$ cat src/rtl/sram_controller_if.sv
// CPU-side load/store handshake plus the 16-bit asynchronous SRAM pin bundle.
// The controller uses the slave view; the CPU and SRAM drive the master side.
interface sram_controller_if;
   logic        wr_en;
   logic        rd_en;
   logic [31:0] address;
   logic [31:0] write_data;
   logic [31:0] read_data;
   logic        ready;
   logic [17:0] sram_addr;
   logic [15:0] sram_dq_out;
   logic        sram_dq_oe;
   logic [15:0] sram_dq_in;
   logic        sram_we_n;

   modport slave (
      input  wr_en, rd_en, address, write_data, sram_dq_in,
      output read_data, ready, sram_addr, sram_dq_out, sram_dq_oe, sram_we_n
   );

   modport master (
      output wr_en, rd_en, address, write_data, sram_dq_in,
      input  read_data, ready, sram_addr, sram_dq_out, sram_dq_oe, sram_we_n
   );
endinterface

$ cat src/rtl/sram_controller.sv
// Splits one 32-bit load/store into two timed 16-bit SRAM accesses (low half, then high half)
// and stalls the pipeline via ready until the whole word has completed.
module sram_controller #(
   parameter int unsigned ACCESS_CYCLES = 2,
   parameter logic [31:0] MEM_BASE      = 32'd1024
) (
   input logic          clk,
   input logic          rst,
   sram_controller_if.slave bus
);

   typedef enum logic [1:0] {IDLE, LOW, HIGH, DONE} state_t;

   localparam logic [3:0] LAST = 4'(ACCESS_CYCLES - 1);

   state_t      state_q;
   logic [3:0]  cnt_q;
   logic [3:0]  cnt_d;
   logic        is_wr_q;
   logic [16:0] idx_q;
   logic [15:0] wdata_hi_q;
   logic [31:0] read_data_q;
   logic [17:0] sram_addr_q;
   logic [15:0] dq_out_q;
   logic        dq_oe_q;
   logic        we_n_q;
   logic [16:0] req_idx;
   logic        last;

   // Word index wraps modulo 2^32 so addresses below MEM_BASE alias high SRAM words.
   function automatic logic [16:0] word_index(input logic [31:0] addr);
      logic [31:0] offset;
      offset = addr - MEM_BASE;
      return offset[18:2];
   endfunction

   assign req_idx = word_index(bus.address);
   assign cnt_d   = cnt_q + 4'd1;
   assign last    = (cnt_q == LAST);

   always_ff @(posedge clk) begin
      if (rst) begin
         state_q     <= IDLE;
         cnt_q       <= '0;
         is_wr_q     <= 1'b0;
         idx_q       <= '0;
         wdata_hi_q  <= '0;
         read_data_q <= '0;
         sram_addr_q <= '0;
         dq_out_q    <= '0;
         dq_oe_q     <= 1'b0;
         we_n_q      <= 1'b1;
      end else begin
         case (state_q)
            IDLE: begin
               if (bus.wr_en || bus.rd_en) begin
                  state_q     <= LOW;
                  cnt_q       <= '0;
                  is_wr_q     <= bus.wr_en;
                  idx_q       <= req_idx;
                  wdata_hi_q  <= bus.write_data[31:16];
                  sram_addr_q <= {req_idx, 1'b0};
                  dq_out_q    <= bus.wr_en ? bus.write_data[15:0] : 16'h0000;
                  dq_oe_q     <= bus.wr_en;
                  we_n_q      <= ~bus.wr_en;
               end
            end
            LOW: begin
               if (last) begin
                  state_q     <= HIGH;
                  cnt_q       <= '0;
                  sram_addr_q <= {idx_q, 1'b1};
                  dq_out_q    <= is_wr_q ? wdata_hi_q : 16'h0000;
                  we_n_q      <= ~is_wr_q;
                  if (!is_wr_q) read_data_q[15:0] <= bus.sram_dq_in;
               end else begin
                  cnt_q  <= cnt_d;
                  // WE# rises for the final cycle of a phase so data is held past the strobe.
                  we_n_q <= ~is_wr_q || (cnt_d == LAST);
               end
            end
            HIGH: begin
               if (last) begin
                  state_q     <= DONE;
                  cnt_q       <= '0;
                  sram_addr_q <= '0;
                  dq_out_q    <= '0;
                  dq_oe_q     <= 1'b0;
                  we_n_q      <= 1'b1;
                  if (!is_wr_q) read_data_q[31:16] <= bus.sram_dq_in;
               end else begin
                  cnt_q  <= cnt_d;
                  we_n_q <= ~is_wr_q || (cnt_d == LAST);
               end
            end
            DONE: begin
               state_q <= IDLE;
            end
            default: begin
               state_q <= IDLE;
            end
         endcase
      end
   end

   assign bus.ready       = (state_q == DONE) ||
                            ((state_q == IDLE) && !bus.wr_en && !bus.rd_en);
   assign bus.read_data   = read_data_q;
   assign bus.sram_addr   = sram_addr_q;
   assign bus.sram_dq_out = dq_out_q;
   assign bus.sram_dq_oe  = dq_oe_q;
   assign bus.sram_we_n   = we_n_q;

endmodule

$ cat src/flat_wrapper.sv
// flat-port wrapper written by rule: the top's interface ports become plain ports
module sram_controller_flat 
#(
   parameter int unsigned ACCESS_CYCLES = 2,
   parameter logic [31:0] MEM_BASE      = 32'd1024
)
  (clk, rst, bus_wr_en, bus_rd_en, bus_address, bus_write_data, bus_sram_dq_in, bus_read_data, bus_ready, bus_sram_addr, bus_sram_dq_out, bus_sram_dq_oe, bus_sram_we_n);
  sram_controller_if bus_i ();
  input logic clk;
  input logic rst;
  input wire logic [$bits(bus_i.wr_en)-1:0] bus_wr_en;
  input wire logic [$bits(bus_i.rd_en)-1:0] bus_rd_en;
  input wire logic [$bits(bus_i.address)-1:0] bus_address;
  input wire logic [$bits(bus_i.write_data)-1:0] bus_write_data;
  input wire logic [$bits(bus_i.sram_dq_in)-1:0] bus_sram_dq_in;
  output wire logic [$bits(bus_i.read_data)-1:0] bus_read_data;
  output wire logic [$bits(bus_i.ready)-1:0] bus_ready;
  output wire logic [$bits(bus_i.sram_addr)-1:0] bus_sram_addr;
  output wire logic [$bits(bus_i.sram_dq_out)-1:0] bus_sram_dq_out;
  output wire logic [$bits(bus_i.sram_dq_oe)-1:0] bus_sram_dq_oe;
  output wire logic [$bits(bus_i.sram_we_n)-1:0] bus_sram_we_n;
  assign bus_i.wr_en = bus_wr_en;
  assign bus_i.rd_en = bus_rd_en;
  assign bus_i.address = bus_address;
  assign bus_i.write_data = bus_write_data;
  assign bus_i.sram_dq_in = bus_sram_dq_in;
  assign bus_read_data = bus_i.read_data;
  assign bus_ready = bus_i.ready;
  assign bus_sram_addr = bus_i.sram_addr;
  assign bus_sram_dq_out = bus_i.sram_dq_out;
  assign bus_sram_dq_oe = bus_i.sram_dq_oe;
  assign bus_sram_we_n = bus_i.sram_we_n;
  sram_controller #(.ACCESS_CYCLES(ACCESS_CYCLES), .MEM_BASE(MEM_BASE)) u_core (.clk(clk), .rst(rst), .bus(bus_i));
endmodule
$ cat config.mk
export PLATFORM = sky130hd
export DESIGN_NAME = sram_controller_flat
export DESIGN_NICKNAME = d
export VERILOG_FILES = /design/src/rtl/sram_controller_if.sv /design/src/rtl/sram_controller.sv /design/src/flat_wrapper.sv
export SDC_FILE = /design/constraint.sdc
export NUM_CORES = 1
export LEC_CHECK = 0
export ABC_AREA = 1
export ABC_CLOCK_PERIOD_IN_PS = 1900
export BUFFER_PORTS_ARGS = -buffer_cell sky130_fd_sc_hd__buf_2
export CAP_MARGIN = 20
export CORE_MARGIN = 2
export CORE_UTILIZATION = 47
export CTS_BUF_LIST = sky130_fd_sc_hd__clkbuf_4 sky130_fd_sc_hd__clkbuf_8
export DETAILED_ROUTE_END_ITERATION = 10
export PLACE_DENSITY = 0.78
export REMOVE_ABC_BUFFERS = 1
export SLEW_MARGIN = 40
export SYNTH_ARGS = -nofsm -noshare
export SYNTH_HDL_FRONTEND = slang
export SYNTH_SLANG_ARGS = --single-unit
$ cat constraint.sdc
create_clock -name clk -period 1.9 [get_ports clk]
set_clock_uncertainty 0.1 [all_clocks]
set_input_delay 0.38 -clock clk [delete_from_list [all_inputs] [get_ports clk]]
set_output_delay 0.38 -clock clk [all_outputs]
set_load 0.1 [all_outputs]
==> metrics.yaml <==
portBuffers: 137
ios: 153
path_class: "reg -> out"
p_leak_uw: 0.002966
fin_crit_sh_pct: 96.20
cap_violations: 0
grt_pass1_vias: 4291
drt-pass1-iter-count: 6
antenna_found_initial: 1
start_kind: "register"
vias: 4611
start_util_pct: 47.91
cts-buffers-inserted: 9
place_ws_ps: -100.0
whs_endpoint: "u_core.bus.read_data[17]"
ant_nets: 0
drtIter0Drc: 150
clock_latency_ps: 370
grt_overflow_total: 0
rsz0062_at_grt: "false"
worst_pin_slew_ps: 509.6
cts_buffer_depth: 2
r2r_cells: 9
hold_viol_final: 0
netlist_instances: 661
synth.distinct_cells: 30
grt_pass1_wl_mm: 18.69
regToRegSetupSlack_ps: 160
maxSlewViolCount: 0
grt_start_max_net_pins: 65
htree_levels: 3
synth_top_area_share_pct: 46.60
hold_path_startpoint: "bus_sram_dq_in[1]"
required_ps: 1420
area_growth_pct: 25.16
startpoint: "u_core.state_q[0]"
synth.avg_cell_area_sq_um: 7.019
finalNetCount: 890
post-dp-hpwl_mm: 8.194
ys_ff_latch: 108
hold_buffers: 0
synth_area_sq_um: 4639
finalSetupViolCount: 0
die_area_sq_um: 10680
period_needed_ps: 1828
layout_setup_ws_ps: 72.15
drt-total-wl_mm: 11.81
min_path_cells: 3
clock-root-buffer: "clkbuf_8"
ys_seq_area_share_pct: 46.60
grtUsageTotal_pct: 21.97
stdcell_count: 936
final.setup.tns_ps: 0
worstHoldPathType: "in -> reg"
reg2reg_to: "u_core.bus.read_data[2]"
drive_above_1_share_pct: 24.66
power_density_nw_per_um2: 1755
clkSinkCount: 108
utilization_pct: 59.96
maxSlewHeadroom_pct: 66.26
n_antenna_cell: 0
outcome: "complete, no violations"
route.detailed.drc: 0
vdd_drop_max_mv: 0.8599
yosys_warnings: 0
cp.arrival_ps: 1350
endpoint_kind: "primary output"
wire_per_inst_microns: 12.61
die_h_microns: 103.4
ys_top_cells_by_area: "dfxtp_1, nor2_1, o21ai_0"
finalWeightedCongestion: 0.8872
critPathMaxFanout: 4
hold_slack_ps: 137.1
rr_startpoint: "u_core.state_q[1]"
num_rows: 36
timing.fmax_ghz: 0.5471
cts_tree: "built"
yosys.area.top_type: "dfxtp_1"
die_width_microns: 103.4
cts.clk_slew.worst_paths_ps: 110
viasPerCell: 4.926
placedCellCount: 918
core_region_area_sq_um: 9684
-- per-layer routing --
metal | up-vias | share of wire (%) | GRT usage [%]
met1 | 2093 | 43 | 25.29
met3 | 12 | 7.4 | 5.242
met5 | - | 0 | 0
met4 | 0 | 0.95 | 5.769
li1 | 2351 | - | -
met2 | 155 | 49 | 40.60
-- logic make-up (layout without fill, tap and decap cells) --
family	count (synthesis)	count (layout)	share of synthesized area [%]
and+or+nand+nor	299	299	25.43
AOI/OAI and AO/OA	148	148	16.50
DFF	108	108	46.60
buffers and inverters	93	235	8.360
adders and majority gates	8	8	2.158
xor gates and xnor gates	5	5	0.9439
-- how the worst max path moves through the flow --
stage                                    endpoint  slack [ps]  depth (start not counted)
final                                   bus_ready          70                          4
after global routing                    bus_ready           2                          4
after CTS                               bus_ready         -10                          5
after detailed placement  u_core.bus.sram_addr[9]        -100                          9
after global placement    u_core.bus.sram_addr[8]         -40                          9
after floorplan                  u_core.idx_q[13]        -540                          4
-- cell usage after synthesis (all sizes together) --
master and instances:
xor2 5, nand4 1, buf 10, nor3 2, or2 1, o22ai 1
nand2 99, inv 57, o211ai 2, clkbuf 23, clkinv 3, dfxtp 108
o21ai 113, nand3 19, nor2 177, ha 8, a21oi 32
-- sequential cells by signal, indices dropped and copies added (netlist names) --
signal                  flops
u_core.bus.sram_dq_out     16
u_core.state_q              2
u_core.bus.sram_we_n        1
u_core.bus.sram_dq_oe       1
u_core.wdata_hi_q          16
u_core.is_wr_q              1
u_core.bus.sram_addr       18
u_core.bus.read_data       32
u_core.idx_q               17
u_core.cnt_q                4
-- where the power goes --
part	internal, uW	switching, uW
Combinational	1290	4360
Sequential	2900	295
Clock	529	816
-- cell usage in the layout, fill, tap and decap left out, drive strengths merged --
| cell type | instances |
|---|---|
| dfxtp | 108 |
| o211ai | 2 |
| clkinvlp | 3 |
| a21oi | 32 |
| buf | 159 |
| clkbuf | 11 |
| nand4 | 1 |
| inv | 58 |
| nor3 | 2 |
| o22ai | 1 |
| nand2 | 99 |
| nand3 | 19 |
| nor2 | 177 |
| xor2 | 5 |
| ha | 8 |
| clkinv | 4 |
| o21ai | 113 |
| or2 | 1 |
-- repair_timing --
action / 4_1_cts / 5_1_grt
resized for setup: 5 / 12
endpoints found under the hold margin: 0 / 0
setup endpoints to repair: 29 / 33
setup buffers: 0 / 2
pin swaps: 0 / 2
-- critical path, cell delays in order, from the launching register on --
cell	delay, ps
dfxtp_2	380
ha_1	240
inv_1	90
nand2_4	100
buf_12	180
-- through the flow --
| step | power, uW | area, sq um |
|---|---|---|
| final | 10190 | 5807 |
| after CTS | 10160 | 5723 |
| after global placement | 8661 | 5528 |
| after detailed placement | 8802 | 5528 |
| after global routing | 10840 | 5807 |
| after floorplan | 7473 | 4478 |
-- layout make-up --
| class | count | area, sq um |
|---|---|---|
| Tap cell | 133 | 166.4 |
| Inverter | 60 | 237.7 |
| Fill cell | 920 | 3877 |
| Clock buffer | 11 | 138.9 |
| Multi-Input combinational cell | 460 | 2135 |
| Sequential cell | 108 | 2168 |
| Timing Repair Buffer | 159 | 915.9 |
| Clock inverter | 5 | 45.04 |
(Power assumes the default switching activity.)
